--- src/rtl/pet_stats_core.sv ---
// ----------------------------------------------------------------------------
// pet_stats_core : saturating pet stat counters with tick-driven decay,
// edge-triggered replenish events and an AWAKE/SLEEP/SICK mode FSM.
// Optional feature macro: PET_AUTO_WAKE_EN.  Rev 1.0
// ----------------------------------------------------------------------------
`default_nettype none

module pet_stats_core #(
    parameter int VAL_W       = 3,
    parameter int TICK_DIV    = 5000,
    parameter int FOOD_DECAY  = 4,
    parameter int SLEEP_DECAY = 6,
    parameter int FUN_DECAY   = 3,
    parameter int STEP        = 2,
    parameter int SICK_THR    = 2
) (
    input  logic             clk,
    input  logic             rst,
    input  logic             feeding,
    input  logic             healing,
    input  logic             light_out,
    input  logic             echo_sig,
    output logic [VAL_W-1:0] foodValue,
    output logic [VAL_W-1:0] sleepValue,
    output logic [VAL_W-1:0] funValue,
    output logic [VAL_W-1:0] happyValue,
    output logic [VAL_W-1:0] healthValue,
    output logic [1:0]       mode,
    output logic             tick
);

    localparam int TICK_CW  = $clog2(TICK_DIV);
    localparam int FOOD_CW  = (FOOD_DECAY  > 1) ? $clog2(FOOD_DECAY)  : 1;
    localparam int SLEEP_CW = (SLEEP_DECAY > 1) ? $clog2(SLEEP_DECAY) : 1;
    localparam int FUN_CW   = (FUN_DECAY   > 1) ? $clog2(FUN_DECAY)   : 1;

    localparam logic [TICK_CW-1:0]  TICK_LAST  = TICK_CW'(TICK_DIV - 1);
    localparam logic [FOOD_CW-1:0]  FOOD_LAST  = FOOD_CW'(FOOD_DECAY - 1);
    localparam logic [SLEEP_CW-1:0] SLEEP_LAST = SLEEP_CW'(SLEEP_DECAY - 1);
    localparam logic [FUN_CW-1:0]   FUN_LAST   = FUN_CW'(FUN_DECAY - 1);

    localparam logic [VAL_W-1:0] MAXV   = '1;
    localparam logic [VAL_W-1:0] THR_V  = VAL_W'(SICK_THR);
    localparam logic [VAL_W:0]   STEP_V = (VAL_W+1)'(STEP);
    localparam logic [VAL_W:0]   ONE_V  = (VAL_W+1)'(1);
    localparam logic [VAL_W:0]   ZERO_V = '0;

    typedef enum logic [1:0] {
        ST_AWAKE = 2'b00,
        ST_SLEEP = 2'b01,
        ST_SICK  = 2'b10
    } mode_e;

    // Result is sat(v - dec + inc), clamped to 0..MAXV only at the end.
    function automatic logic [VAL_W-1:0] sat_upd(input logic [VAL_W-1:0] v,
                                                 input logic             dec,
                                                 input logic [VAL_W:0]   inc);
        logic [VAL_W+1:0] s;
        s = {2'b00, v} + {1'b0, inc};
        if (dec && (s != '0))
            s = s - 1'b1;
        if (s > {2'b00, MAXV})
            return MAXV;
        return s[VAL_W-1:0];
    endfunction

    mode_e               mode_q, mode_d;
    logic [TICK_CW-1:0]  presc_q, presc_d;
    logic [FOOD_CW-1:0]  food_tmr_q, food_tmr_d;
    logic [SLEEP_CW-1:0] sleep_tmr_q, sleep_tmr_d;
    logic [FUN_CW-1:0]   fun_tmr_q, fun_tmr_d;
    logic [VAL_W-1:0]    food_q, food_d;
    logic [VAL_W-1:0]    sleep_q, sleep_d;
    logic [VAL_W-1:0]    fun_q, fun_d;
    logic [VAL_W-1:0]    health_q, health_d;
    logic [VAL_W-1:0]    happy_q, happy_d;
    logic                feed_q, feed_prev_q;
    logic                heal_q, heal_prev_q;
    logic                echo_q, echo_prev_q;
    logic                light_q;

    logic                tick_w;
    logic                feed_edge, heal_edge, echo_edge;
    logic                food_dec, sleep_dec, fun_dec, health_dec;
    logic [VAL_W:0]      food_inc, sleep_inc, fun_inc, health_inc;
    logic [VAL_W+1:0]    happy_sum;
    logic                sleep_blocked;

`ifdef PET_AUTO_WAKE_EN
    logic                wake_blk_q, wake_blk_d;
    assign sleep_blocked = wake_blk_q;
`else
    assign sleep_blocked = 1'b0;
`endif

    assign feed_edge = feed_q & ~feed_prev_q;
    assign heal_edge = heal_q & ~heal_prev_q;
    assign echo_edge = echo_q & ~echo_prev_q;

    always_comb begin
        tick_w      = (presc_q == TICK_LAST);
        presc_d     = tick_w ? '0 : presc_q + 1'b1;
        food_tmr_d  = food_tmr_q;
        sleep_tmr_d = sleep_tmr_q;
        fun_tmr_d   = fun_tmr_q;
        food_dec    = 1'b0;
        sleep_dec   = 1'b0;
        fun_dec     = 1'b0;
        health_dec  = 1'b0;
        sleep_inc   = ZERO_V;

        if (tick_w) begin
            if (food_tmr_q == FOOD_LAST) begin
                food_tmr_d = '0;
                food_dec   = 1'b1;
            end else begin
                food_tmr_d = food_tmr_q + 1'b1;
            end

            // While asleep the sleep timer holds and the level recovers instead.
            if (mode_q == ST_SLEEP) begin
                sleep_inc = ONE_V;
            end else if (sleep_tmr_q == SLEEP_LAST) begin
                sleep_tmr_d = '0;
                sleep_dec   = 1'b1;
            end else begin
                sleep_tmr_d = sleep_tmr_q + 1'b1;
            end

            if (mode_q == ST_AWAKE) begin
                if (fun_tmr_q == FUN_LAST) begin
                    fun_tmr_d = '0;
                    fun_dec   = 1'b1;
                end else begin
                    fun_tmr_d = fun_tmr_q + 1'b1;
                end
            end

            health_dec = (food_q == '0) || (sleep_q == '0);
        end

        food_inc   = (feed_edge && (mode_q == ST_AWAKE)) ? STEP_V : ZERO_V;
        fun_inc    = (echo_edge && (mode_q == ST_AWAKE)) ? STEP_V : ZERO_V;
        health_inc = heal_edge ? STEP_V : ZERO_V;

        food_d   = sat_upd(food_q,   food_dec,   food_inc);
        sleep_d  = sat_upd(sleep_q,  sleep_dec,  sleep_inc);
        fun_d    = sat_upd(fun_q,    fun_dec,    fun_inc);
        health_d = sat_upd(health_q, health_dec, health_inc);

        happy_sum = {2'b00, food_q} + {2'b00, sleep_q} + {1'b0, fun_q, 1'b0};
        happy_d   = happy_sum[VAL_W+1:2];
    end

    // Mode next-state, decided on the next-state stat values.
    always_comb begin
        mode_d = mode_q;
`ifdef PET_AUTO_WAKE_EN
        wake_blk_d = wake_blk_q;
        if (!light_q)
            wake_blk_d = 1'b0;
`endif
        if (health_d <= THR_V) begin
            mode_d = ST_SICK;
        end else begin
            case (mode_q)
                ST_SICK: mode_d = ST_AWAKE;
                ST_AWAKE: begin
                    if (light_q && !sleep_blocked)
                        mode_d = ST_SLEEP;
                end
                ST_SLEEP: begin
                    if (!light_q) begin
                        mode_d = ST_AWAKE;
                    end
`ifdef PET_AUTO_WAKE_EN
                    else if (sleep_d == MAXV) begin
                        mode_d     = ST_AWAKE;
                        wake_blk_d = 1'b1;
                    end
`endif
                end
                default: mode_d = ST_AWAKE;
            endcase
        end
    end

    always_ff @(posedge clk or negedge rst) begin
        if (!rst) begin
            mode_q <= ST_AWAKE;
        end else begin
            mode_q <= mode_d;
        end
    end

    always_ff @(posedge clk or negedge rst) begin
        if (!rst) begin
            presc_q     <= '0;
            food_tmr_q  <= '0;
            sleep_tmr_q <= '0;
            fun_tmr_q   <= '0;
            food_q      <= MAXV;
            sleep_q     <= MAXV;
            fun_q       <= MAXV;
            health_q    <= MAXV;
            happy_q     <= MAXV;
            feed_q      <= 1'b0;
            feed_prev_q <= 1'b0;
            heal_q      <= 1'b0;
            heal_prev_q <= 1'b0;
            echo_q      <= 1'b0;
            echo_prev_q <= 1'b0;
            light_q     <= 1'b0;
`ifdef PET_AUTO_WAKE_EN
            wake_blk_q  <= 1'b0;
`endif
        end else begin
            presc_q     <= presc_d;
            food_tmr_q  <= food_tmr_d;
            sleep_tmr_q <= sleep_tmr_d;
            fun_tmr_q   <= fun_tmr_d;
            food_q      <= food_d;
            sleep_q     <= sleep_d;
            fun_q       <= fun_d;
            health_q    <= health_d;
            happy_q     <= happy_d;
            feed_q      <= feeding;
            feed_prev_q <= feed_q;
            heal_q      <= healing;
            heal_prev_q <= heal_q;
            echo_q      <= echo_sig;
            echo_prev_q <= echo_q;
            light_q     <= light_out;
`ifdef PET_AUTO_WAKE_EN
            wake_blk_q  <= wake_blk_d;
`endif
        end
    end

    assign foodValue   = food_q;
    assign sleepValue  = sleep_q;
    assign funValue    = fun_q;
    assign happyValue  = happy_q;
    assign healthValue = health_q;
    assign mode        = mode_q;
    assign tick        = tick_w;

endmodule

`default_nettype wire

--- config.mk ---
export PLATFORM = sky130hd
export DESIGN_NAME = pet_stats_core
export DESIGN_NICKNAME = d
export VERILOG_FILES = /design/src/rtl/pet_stats_core.sv
export SDC_FILE = /design/constraint.sdc
export NUM_CORES = 1
export LEC_CHECK = 0
export ABC_AREA = 0
export CAP_MARGIN = 20
export CORE_AREA = 2 2 84 86
export CTS_CLUSTER_SIZE = 25
export DETAILED_ROUTE_END_ITERATION = 16
export DIE_AREA = 0 0 86 88
export GPL_ROUTABILITY_DRIVEN = 0
export MAX_ROUTING_LAYER = met4
export SLEW_MARGIN = 25
export SYNTH_ARGS = -nofsm -noshare
export SYNTH_HDL_FRONTEND = slang
export SYNTH_SLANG_ARGS = --single-unit
--- constraint.sdc ---
create_clock -name clk -period 4.1 [get_ports clk]
set_input_delay 0.615 -clock clk [delete_from_list [all_inputs] [get_ports clk]]
set_output_delay 0.615 -clock clk [all_outputs]
set_load 0.005 [all_outputs]
# [Word level (Yosys, flattened, before mapping)]
# Cells that the tools add are included.
# Widths: inputs -> output; s select.
[word_totals] regBits=44 input_bits=6 word_cells=105
[classes] addsub=14 order_cmp=5 eq_ne=7 n_mux=38 n_bitwise=7 n_reduce_logical=17
[ops] cell="$mux 3" count=9
[ops] cell="$gt 5x3->1 const B" count=4
[ops] cell="$mux 5" count=4
[ops] cell="$reduce_bool 5->1" count=4
[ops] cell="$mux 2" count=8
[ops] cell="$mux 1" count=15
[ops] cell="$sub 4x1->5 const B" count=3
[ops] cell="$add 13x1->13 const B" count=1
[ops] cell="$eq 13x13->1 const B" count=1
[ops] cell="$mux 13" count=1
[ops] cell="$add 3x2->4" count=3
[ops] cell="$logic_and 1x1->1" count=6
[ops] cell="$logic_not 3->1" count=2
[ops] cell="$ne 3x2->1 const B" count=2
[ops] cell="$reduce_and 2->1" count=3
[ops] cell="$add 3x4->5" count=1
[ops] cell="$add 4x4->5" count=1
[ops] cell="$sub 5x1->5 const B" count=1
[ops] cell="$add 2x1->2 const B" count=2
[ops] cell="$add 3x3->4" count=1
[ops] cell="$eq 2x2->1 const B" count=2
[ops] cell="$not 1->1" count=4
[ops] cell="$pmux 2 s2" count=1
[ops] cell="$add 3x1->3 const B" count=1
[ops] cell="other kinds (6)" count=8

# [Logic depth before layout (Yosys ltp)]
[depth] ltp_word=13 mapped_depth=13

# [Worst setup path before layout]
# OpenSTA, ideal clock, no wires.
[synth_path] path_type="register to register" from="register presc_q[0]" to="register sleep_q[1] (netlist: sleepValue[1])" setup_ns=0.092 t_arrival_ns=2.755 required_ns=4.008 slack_ns=1.253 path_stages_with_launch=14 path_buffers=1 period_less_slack_ns=2.847 path_cell_list="dfrtp_1 -> ha_1 -> nor4bb_1 -> and4_1 -> clkbuf_1 -> and3b_1 -> ha_1 -> ha_1 -> inv_1 -> ha_1 -> o21a_1 -> and4b_1 -> mux2i_1 -> o211ai_1"
[synth_between] elab_chain_len=9
[synth_rtl] element="from (decl)" line_no="68" source="logic [TICK_CW-1:0] presc_q, presc_d;"
[synth_rtl] element="from (signal assigned)" line_no="218" source="presc_q <= presc_d;"
[synth_rtl] element="$eq 13x13->1 (*)" line_no="101" source="tick_w = (presc_q == TICK_LAST);"
[synth_rtl] element="named net tick" line_no="29" source="output logic tick"
[synth_rtl] element="parallel branches: the longest is 4 deep, another holds $add 3x4->5"
[synth_rtl] element="$mux 5 (*)" line_no="60" source="if (dec && (s != '0))"
[synth_rtl] element="$gt 5x3->1" line_no="62" source="if (s > {2'b00, MAXV})"
[synth_rtl] element="$mux 1" line_no="62"
[synth_rtl] element="$mux 3 (*)" line_no="64" source="return s[VAL_W-1:0];"
[synth_rtl] element="named net sleep_d[1]" line_no="73" source="logic [VAL_W-1:0] sleep_q, sleep_d;"
[synth_rtl] element="to (signal assigned)" line_no="223" source="sleep_q <= sleep_d;"
[synth_rtl] element="to (decl)" line_no="73"
# Mark *: on every way through the listed nets, which the timed path passes.
# A chain may end at the register's enable or synchronous reset.

# [Worst setup path in the final report]
[layout_path] from="register presc_q[0]" to="register sleep_q[1] (netlist: sleepValue[1])"
[layout_between] elab_chain_len=9
[layout_rtl] element="$eq 13x13->1 (*)" line_no="101"
[layout_rtl] element="parallel branches: the longest is 4 deep, another holds $add 3x4->5"
[layout_rtl] element="$mux 5 (*)" line_no="60"
[layout_rtl] element="$gt 5x3->1" line_no="62"
[layout_rtl] element="$mux 1" line_no="62"
[layout_rtl] element="$mux 3 (*)" line_no="64"
[layout_rtl] element="named net sleep_d[1]" line_no="73"
# Marked as above.

==> key figures <==
Setup path
  – Crit Path Category: reg -> reg
  – Worst R2R Start: presc_q[0]
  – Critical path buffers and inverters: 1
  – Family with the most delay on the worst path: adder cells
  – CP max stage cell: dfrtp_1
  – Delay of the slowest critical-path stage: 0.42 ns
  – Startpoint Class: register
  – CP dominant cell by count: ha_1
  – CP required: 4.31 ns
  – Critical path cell sequence: ha_1, nor4bb_1, and4_1, and3b_1, ha_1, ha_1, inv_1, ha_1, o21a_1, and4b_1, mux2i_1, o211ai_1
  – Crit Path Max Fanout: 10
  – Critical path depth: 12
  – Worst setup path start: presc_q[0]
  – Worst r2r path cells: 12
  – Worst setup EP type: register
  – Worst EP arrival: 3.20 ns
  – R2R setup slack: 1.11 ns

Synthesis
  – Syn Nets: 287
  – Yosys top cell by area: dfrtp_1
  – Synth top area share: 0.278
  – Yosys warns: 0
  – Main area contributors after synthesis: dfrtp_1, dfstp_2, ha_1, xnor2_1, inv_1
  – Post-synth EDFFs: 0
  – Yosys reg bits: 44
  – Seq/Total Area, Yosys: 0.430
  – Commonest register cell after synthesis: dfrtp_1
  – Synth unique cells: 50
  – Syn Area/Cell: 10.3 um^2
  – Fraction of registers with async set/reset: 1.00
  – Syn Inst Count: 252
  – Mapped cell area: 0.00261 mm^2

Cells and area
  – Post-route insts no fill: 359
  – ANT cells: 0
  – Final nets: 313
  – Area Overhead vs Synth: 17.0%
  – Layout cells sized above 1: 0.111

STA
  – Hold Vio Cnt, Final: 0
  – Highest clock rate: 334 MHz
  – Skew final: 0.0107 ns
  – Worst setup margin: 1.11 ns
  – Final period utilization: 0.729
  – Worst-Margin Slew: 0.549 ns
  – Setup TNS: 0 ns
  – Finish-stage setup viols: 0
  – Hold_ws: 0.300 ns
  – Relative slew slack: 0.634
  – Final worst path period need: 2.99 ns
  – Unrepaired setup endpoints after global routing: no
  – Final slew viol count: 0

Detailed routing
  – Antenna viol nets, final: 0
  – Wirelength, routed: 4860 um
  – Vias: 1,849
  – TritonRoute pass-1 iters: 4
  – WL/cell: 13.5 um
  – Drt drc: 0
  – Routed vias/inst: 5.15
  – Iteration-0 DRC Markers: 69

Floorplan
  – Die footprint: 0.00757 mm^2
  – Initial Util: 0.392
  – Die Y: 88 um
  – Die span in x: 86 um
  – # IOs: 24
  – Rows: 30
  – Core area: 0.00664 mm^2

Global routing
  – Grt ovf: 0
  – Routing usage on met3: 0.0320
  – Global Route Usage Sum: 0.147
  – M1 GR Usage: 0.188
  – First-pass GRT wire length: 8370 um
  – Antenna violations before repair: 0
  – Vias in the first global route: 1,817
  – Most Crowded Layer GR: met2
  – Largest net degree at the start of global routing: 45
  – Met2 usage: 0.234

Placement
  – Detail Placement HPWL: 3570 um
  – Post-place setup slack: 1.13 ns
  – Placed cells: 351
  – PortBufs: 23

Clock tree
  – CTS root buf: clkbuf_8
  – Clk buf depth: 2
  – Post-CTS setup buffers: 0
  – PostCTS Resize Cnt: 0
  – TritonCTS Buffers: 5
  – Reg clk slew, reported paths: 0.09 ns
  – Clock Sinks: 44
  – CTS tree: yes
  – Clk Latency, worst-skew pair: 0.30 ns
  – Hold_buf cts: 0
  – Htree depth: 2

Power and ir drop
  – Total power: 0.00165 W
  – Worst VDD drop: 187 uV
  – Power density cells: 540 mW/mm^2
  – Leakage power: 1.40 nW

Run
  – Max-cap viol count: 0

Worst hold path
  – Hold Path Class: in -> async

Status
  – Status: finished, final reports clean
==> registers in the layout, indices dropped and copies added, names as in the netlist <==
signal and cells:
presc_q 13, foodValue 3, funValue 3, happyValue 3, healthValue 3, sleepValue 3, sleep_tmr_q 3, food_tmr_q 2
fun_tmr_q 2, mode 2, echo_prev_q 1, echo_q 1, feed_prev_q 1, feed_q 1, heal_prev_q 1, heal_q 1
light_q 1
==> stage by stage <==
stage | utilization | area, um^2
after floorplan | - | 2610
after global placement | 0.439 | 2920
after detailed placement | 0.439 | 2920
after CTS | 0.459 | 3050
after global routing | 0.459 | 3050
final | 0.459 | 3050
==> routing by layer <==
layer,vias to the layer above,share of wire
li1,936,-
met1,888,0.48
met2,20,0.48
met3,5,0.027
met4,0,0.014
met5,-,0
==> layout make-up <==
class	count	area [um^2]
Clock buffer	6	72.6
Clock inverter	2	60.1
Fill cell	620	3590
Inverter	21	78.8
Multi-Input combinational cell	182	1380
Sequential cell	44	1120
Tap cell	80	100
Timing Repair Buffer	24	235
==> worst paths after layout <==
path | endpoint
worst min register to register | heal_prev_q
min in group clk | heal_prev_q
worst min-delay path | sleep_tmr_q[1]
worst max-delay path | sleepValue[1]
max in group asynchronous | happyValue[0]
worst max register to register | sleepValue[1]
==> synthesized netlist by cell type (all sizes together) (3+ instances only) <==
master and count:
clkbuf 3, dfstp 15, and2 4, xor2 4, fa 3, a211oi 3, a21o 6, nor3 11
nor2 17, nor4b 3, inv 21, o21ai 4, xnor2 13, and4b 3, and4 4, a21oi 7
a31oi 4, nand4 5, ha 26, nand2 17, nand2b 4, nand3 11, dfrtp 29, nor2b 4
==> logic make-up after synthesis <==
kind of cell / Yosys count / synth area share
compound gates: 36 / 0.0960
xor+xnor: 17 / 0.0571
fa+ha+maj: 29 / 0.148
buf+inv: 26 / 0.0394
flops: 44 / 0.430
mux: 4 / 0.0163
simple gates: 96 / 0.214
==> power by group <==
part / leakage (nW) / switching, W / internal, W
logic: 0.808 / 0.000306 / 0.000328
clock network: 0.0654 / 0.000147 / 0.000243
registers: 0.529 / 0.0000764 / 0.000544
==> layout by cell type, fill, tap and decap left out, drive strengths merged, types with 3 or more instances in the layout <==
| master | count |
|---|---|
| ha | 26 |
| a31oi | 4 |
| and4b | 3 |
| nor3 | 11 |
| a21oi | 7 |
| nor4b | 3 |
| nand4 | 5 |
| fa | 3 |
| xor2 | 4 |
| a21o | 6 |
| clkbuf | 6 |
| a211oi | 3 |
| and4 | 4 |
| nor2b | 4 |
| nand2b | 4 |
| nor2 | 17 |
| dfrtp | 29 |
| xnor2 | 13 |
| clkdlybuf4s50 | 22 |
| dfstp | 15 |
| inv | 21 |
| nand3 | 11 |
| and2 | 4 |
| nand2 | 17 |
| o21ai | 4 |
No activity file was read; power rests on OpenSTA's default activity.
